## src/rtl/jtcastle_romcache_pkg.sv

```systemverilog
// Shared types for the CPU ROM line cache: FSM encoding, hit latency and byte lane select.
package jtcastle_romcache_pkg;

  typedef enum logic [1:0] {ST_IDLE, ST_FILL, ST_SETTLE} state_e;

  // Tag/data array has a registered read, so a hit needs the read edge plus the ok edge
  localparam int HIT_LAT = 2;

  function automatic logic [7:0] byte_sel(input logic [31:0] w, input logic [1:0] off);
    logic [31:0] s;
    s = w >> {off, 3'b000};
    return s[7:0];
  endfunction

endpackage

```

## src/rtl/jtcastle_romcache_mem.sv

```systemverilog
// Tag+data line store: one write port for refills, one registered read port for lookups.
module jtcastle_romcache_mem #(
  parameter int IW = 4,
  parameter int LW = 44
) (
  input  logic          clk,
  input  logic          we_i,
  input  logic [IW-1:0] waddr_i,
  input  logic [LW-1:0] wdata_i,
  input  logic [IW-1:0] raddr_i,
  output logic [LW-1:0] rdata_o
);

  logic [LW-1:0] mem [0:(1<<IW)-1];

  always_ff @(posedge clk) begin
    if (we_i) mem[waddr_i] <= wdata_i;
    rdata_o <= mem[raddr_i];
  end

endmodule

```

## src/rtl/jtcastle_romcache.sv

```systemverilog
// Direct-mapped 4-byte-line read cache between the CPU ROM port and an SDRAM ROM slot.
module jtcastle_romcache
  import jtcastle_romcache_pkg::*;
#(
  parameter int AW = 18,
  parameter int IW = 4
) (
  input  logic          clk,
  input  logic          rst_n,
  input  logic          flush,
  input  logic          rom_cs,
  input  logic [AW-1:0] rom_addr,
  output logic [7:0]    rom_data,
  output logic          rom_ok,
  output logic          mem_cs,
  output logic [AW-3:0] mem_addr,
  input  logic [31:0]   mem_data,
  input  logic          mem_ok
);

  localparam int TW = AW - IW - 2;
  localparam int LW = TW + 32;
  localparam int NL = 1 << IW;

  state_e        st_q, st_d;
  logic [NL-1:0] valid_q, valid_d;
  logic          ok_q, ok_d;
  logic [AW-1:0] addr_r_q, addr_r_d;
  logic [7:0]    data_q, data_d;
  logic          mem_cs_q, mem_cs_d;
  logic [AW-3:0] mem_addr_q, mem_addr_d;
  logic          fl_q, fl_d;
  logic          look_cs_q;
  logic [AW-1:0] look_addr_q;

  logic [LW-1:0] rdata;
  logic [TW-1:0] rd_tag, look_tag;
  logic [31:0]   rd_word;
  logic [IW-1:0] look_idx, fill_idx;
  logic          fill_we, killed;

  // Lookup address trails the array read by one edge so tag and address line up
  assign look_idx = look_addr_q[IW+1:2];
  assign look_tag = look_addr_q[AW-1:IW+2];
  assign rd_tag   = rdata[LW-1:32];
  assign rd_word  = rdata[31:0];
  assign fill_idx = mem_addr_q[IW-1:0];
  assign fill_we  = (st_q == ST_FILL) && mem_ok;
  assign killed   = flush | fl_q;

  jtcastle_romcache_mem #(.IW(IW), .LW(LW)) u_mem (
    .clk     (clk),
    .we_i    (fill_we),
    .waddr_i (fill_idx),
    .wdata_i ({mem_addr_q[AW-3:IW], mem_data}),
    .raddr_i (rom_addr[IW+1:2]),
    .rdata_o (rdata)
  );

  always_comb begin
    st_d       = st_q;
    valid_d    = valid_q;
    ok_d       = ok_q;
    addr_r_d   = addr_r_q;
    data_d     = data_q;
    mem_cs_d   = mem_cs_q;
    mem_addr_d = mem_addr_q;
    fl_d       = fl_q;
    case (st_q)
      ST_IDLE: begin
        // Only act once the registered lookup refers to the address still on the bus
        if (!flush && rom_cs && look_cs_q && look_addr_q == rom_addr) begin
          if (valid_q[look_idx] && rd_tag == look_tag) begin
            data_d   = byte_sel(rd_word, look_addr_q[1:0]);
            addr_r_d = look_addr_q;
            ok_d     = 1'b1;
          end else begin
            st_d       = ST_FILL;
            mem_cs_d   = 1'b1;
            mem_addr_d = look_addr_q[AW-1:2];
            ok_d       = 1'b0;
            fl_d       = 1'b0;
          end
        end
      end
      ST_FILL: begin
        if (flush) fl_d = 1'b1;
        if (mem_ok) begin
          mem_cs_d = 1'b0;
          st_d     = ST_SETTLE;
          if (!killed) begin
            valid_d[fill_idx] = 1'b1;
            if (rom_addr[AW-1:2] == mem_addr_q) begin
              data_d   = byte_sel(mem_data, rom_addr[1:0]);
              addr_r_d = rom_addr;
              ok_d     = 1'b1;
            end
          end
        end
      end
      ST_SETTLE: st_d = ST_IDLE;
      default:   st_d = ST_IDLE;
    endcase
    if (flush) begin
      valid_d = '0;
      ok_d    = 1'b0;
    end
  end

  always_ff @(posedge clk or negedge rst_n) begin
    if (!rst_n) begin
      st_q        <= ST_IDLE;
      valid_q     <= '0;
      ok_q        <= 1'b0;
      addr_r_q    <= '0;
      data_q      <= '0;
      mem_cs_q    <= 1'b0;
      mem_addr_q  <= '0;
      fl_q        <= 1'b0;
      look_cs_q   <= 1'b0;
      look_addr_q <= '0;
    end else begin
      st_q        <= st_d;
      valid_q     <= valid_d;
      ok_q        <= ok_d;
      addr_r_q    <= addr_r_d;
      data_q      <= data_d;
      mem_cs_q    <= mem_cs_d;
      mem_addr_q  <= mem_addr_d;
      fl_q        <= fl_d;
      look_cs_q   <= rom_cs;
      look_addr_q <= rom_addr;
    end
  end

  assign rom_data = data_q;
  assign rom_ok   = ok_q & rom_cs & (addr_r_q == rom_addr);
  assign mem_cs   = mem_cs_q;
  assign mem_addr = mem_addr_q;

endmodule

```

## config.mk

```make
export PLATFORM = sky130hd
export DESIGN_NAME = jtcastle_romcache
export DESIGN_NICKNAME = d
export VERILOG_FILES = /design/src/rtl/jtcastle_romcache_pkg.sv /design/src/rtl/jtcastle_romcache_mem.sv /design/src/rtl/jtcastle_romcache.sv
export SDC_FILE = /design/constraint.sdc
export NUM_CORES = 1
export LEC_CHECK = 0
export CAP_MARGIN = 20
export CORE_MARGIN = 2
export CORE_UTILIZATION = 45
export DETAILED_ROUTE_END_ITERATION = 7
export DONT_BUFFER_PORTS = 1
export PLACE_DENSITY = 0.66
export SLEW_MARGIN = 20
export SYNTH_ARGS = -nofsm -noshare
export SYNTH_HDL_FRONTEND = slang
export SYNTH_HIERARCHICAL = 1
export SYNTH_SLANG_ARGS = --single-unit
```

## constraint.sdc

```tcl
create_clock -name clk -period 5.72 [get_ports clk]
set_input_delay 0.286 -clock clk [delete_from_list [all_inputs] [get_ports clk]]
set_output_delay 0.286 -clock clk [all_outputs]
set_load 0.005 [all_outputs]
```

==> flow_metrics.env <==
export IMPL_maxSlewHeadroom_pct=26.7
export IMPL_crit_required_ns=5.99
export IMPL_yosys_top_cells_area="edfxtp_1 67%, mux4_2 14%, dfrtp_1 6.5%"
export IMPL_numCtsBuffers=83
export IMPL_ys_seq_elements=830
export IMPL_startpoint="st_q[1]$_DFFE_PN0P_"
export IMPL_wirelength_um=73100
export IMPL_finalSetupViolations=0
export IMPL_cts_root_buffer="clkbuf_16"
export IMPL_seq_area_frac_synth_pct=75.8
export IMPL_clock_skew_ns=0.0336
export IMPL_min_period_ns=3.01
export IMPL_via_per_inst=5.88
export IMPL_leakagePower_nw=12.4
export IMPL_synthMostInstantiatedCell="edfxtp_1"
export IMPL_async_reset_ff_share_pct=9.88
export IMPL_die_h_um=270
export IMPL_worst_path_buf_inv=2
export IMPL_met2_usage_pct=33.3
export IMPL_clock_sinks=830
export IMPL_path_clk_slew_ns=0.07
export IMPL_dr_total_vias=15200
export IMPL_fin_cells=2592
export IMPL_p_per_area_nw_per_um2=340
export IMPL_synth_nets=1540
export IMPL_worstReg2RegStart="st_q[1]$_DFFE_PN0P_"
export IMPL_reg2reg_slack_ns=2.71
export IMPL_post_cts_buffers=0
export IMPL_initial_core_util_pct=45.4
export IMPL_yosysTopAreaCellShare_pct=66.6
export IMPL_cap_viol_max_count=0
export IMPL_finalSetupTns_ns=0
export IMPL_crit_fanout=24
export IMPL_endpoint_kind="flop"
export IMPL_cpPeakStageDelay_ns=0.66
export IMPL_worstHoldPathType="input port to flop"
export IMPL_yosysUniqueCellTypes=36
export IMPL_synth_area_um2=31800
export IMPL_synthCells=1485
export IMPL_slew_viol_final=0
export IMPL_met1_usage_pct=27.9
export IMPL_portBuffers=0
export IMPL_cp_slowest_cell="nor2_4"
export IMPL_ys_flop_type="edfxtp_1"
export IMPL_post_cts_resized=0
export IMPL_drc=0
export IMPL_timing_reg2reg_worst_path_depth=6
export IMPL_status="completed"
export IMPL_post_drt_wl_per_cell_um=28.2
export IMPL_grt_pass1_vias=15900
export IMPL_drtAntennaViolNets=0
export IMPL_post_place_cells=2373
export IMPL_drtPass1Iterations=5
export IMPL_num_io_pins=81
export IMPL_r2r_end="u_mem/mem[2][12]$_DFFE_PP_"
export IMPL_grt_pass1_wl_um=110000
export IMPL_met3_usage_pct=5.06
export IMPL_drt_iter0_markers=1682
export IMPL_cts_tree="built"
export IMPL_core_um2=69900
export IMPL_vdd_drop_max_v=0.000263
export IMPL_arrival_ns=3.28
export IMPL_antenna_found_initial=4
export IMPL_grt_use_total_pct=20.4
export IMPL_top_usage_layer="met2"
export IMPL_cp_top_family="simple AND/OR/NAND/NOR gates"
export IMPL_rsz0062_at_grt="false"
export IMPL_htree_levels=3
export IMPL_overflow=0
export IMPL_fillers=5517
export IMPL_path_depth=6
export IMPL_dp_hpwl_um=39800
export IMPL_hold_viol=0
export IMPL_tightest_slew_ns=1.10
export IMPL_synth_common_cells="704 x edfxtp_1, 196 x mux4_2, 88 x a22oi_1"
export IMPL_crit_type="flop to flop"
export IMPL_die_area_um2=72700
export IMPL_yosys_area_top_type="edfxtp_1"
export IMPL_worstSkewPairLatency_ns=0.65
export IMPL_fp_dieW_um=270
export IMPL_synth_edf_count=704
export IMPL_grt_max_degree=182
export IMPL_postSynthAreaPerCell_um2=21.4
export IMPL_synth_warnings=6
export IMPL_max_freq_ghz=0.332
export IMPL_nets=1630
export IMPL_drive_gt1_share_pct=26.7
export IMPL_fin_crit_sh_pct=52.7
export IMPL_crit_path_end="u_mem/mem[2][12]$_DFFE_PP_"
export IMPL_gp_congestion=0.810
export IMPL_critPathLaunchType="flop"
export IMPL_rows=97
export IMPL_area_delta_synth_final_pct=13.8
export IMPL_crit_chain="nor2b_2 > nand2_1 > inv_1 > or3b_2 > nor2_4 > buf_4"
export IMPL_clockBufferDepth=3
## registers in the layout (all words and copies together) (netlist names), 2 cells and up
name           cells
valid_q           16
mem_addr          16
u_mem/rdata_o     44
u_mem/mem        704
rom_data           8
look_addr_q       18
st_q               2
addr_r_q          18
## final cells by class
class | count | area, um2 | area share (%)
inverter | 7 | 26.3 | 0.0727
multi-input combinational | 571 | 7380 | 20.4
timing repair buffer | 82 | 788 | 2.18
sequential | 830 | 24100 | 66.6
clock buffer | 109 | 2280 | 6.30
clock inverter | 46 | 402 | 1.11
antenna | 7 | 17.5 | 0.0485
tap | 940 | 1180 | 3.25
## cell usage in the layout (no fill, tap or decap), drive strengths merged, types with 13 or more instances in the layout
| cell type | count |
|---|---|
| a21oi | 13 |
| a22oi | 88 |
| buf | 26 |
| clkbuf | 109 |
| clkinv | 35 |
| dfrtp | 82 |
| dfxtp | 44 |
| dlygate4sd3 | 56 |
| edfxtp | 704 |
| inv | 13 |
| mux2 | 69 |
| mux4 | 196 |
| nand2 | 50 |
| nor2 | 34 |
| xnor2 | 43 |
| xor2 | 21 |
## stage by stage
step	power (mW)	utilization, %	hold slack, ns	area [um2]	setup slack, ns
3_3_place_gp	7.00	47.0	-0.00758	32800	2.77
5_1_grt	12.6	51.7	0.0686	36100	2.60
4_1_cts	12.4	51.7	0.00602	36100	2.76
2_1_floorplan	7.00	-	-0.00959	31800	1.02
6_report	12.3	51.7	0.0708	36100	2.71
3_5_place_dp	7.01	47.0	-0.00756	32900	2.76
## layer usage
layer  part of all wire (%)  wire length, um  vias up
met3                    7.6             5550       95
met2                     50            36500      561
met5                 0.0096                7        -
met1                     41            29800     8260
li1                       -                -     6321
met4                    1.6             1210        2
## power by group
part           switching, mW  internal [mW]  total (mW)
logic                  0.178          0.196       0.374
registers             0.0338           6.58        6.61
clock network           2.28           3.02        5.30
total                   2.49           9.79        12.3
## how the worst min path moves through the flow
stage                       startpoint                       end  slack (ns)  cells after the start
final                     rom_addr[10]          ok_q$_DFFE_PN0P_        0.07                      4
after global routing      rom_addr[10]          ok_q$_DFFE_PN0P_        0.07                      4
after CTS                  rom_addr[2]   addr_r_q[2]$_DFFE_PN0P_       0.006                      2
after detailed placement         rst_n  addr_r_q[15]$_DFFE_PN0P_      -0.008                      0
after global placement           rst_n  addr_r_q[10]$_DFFE_PN0P_      -0.008                      0
after floorplan                  rst_n   addr_r_q[0]$_DFFE_PN0P_       -0.01                      0
## repair_timing
action                                  CTS  global route
hold buffers                             56             1
hold endpoints to repair                651             1
endpoints found under the setup margin    0             0
## worst reg2reg max path: stages (launching register included)
cell	delay, ns
dfrtp_1	0.40
nor2b_2	0.14
nand2_1	0.13
inv_1	0.19
or3b_2	0.59
nor2_4	0.67
buf_4	0.51
## cells by family (layout without fill, tap and decap cells)
group	count (synthesis)	count (layout)	share of synthesized area [%]
compound gates	110	110	2.48
xor+xnor	64	64	1.76
buf+inv	84	244	1.41
flops	830	830	75.8
mux	267	267	16.6
other cells	0	7	0
simple gates	130	130	1.89
No activity file was read; power rests on OpenSTA's default activity.
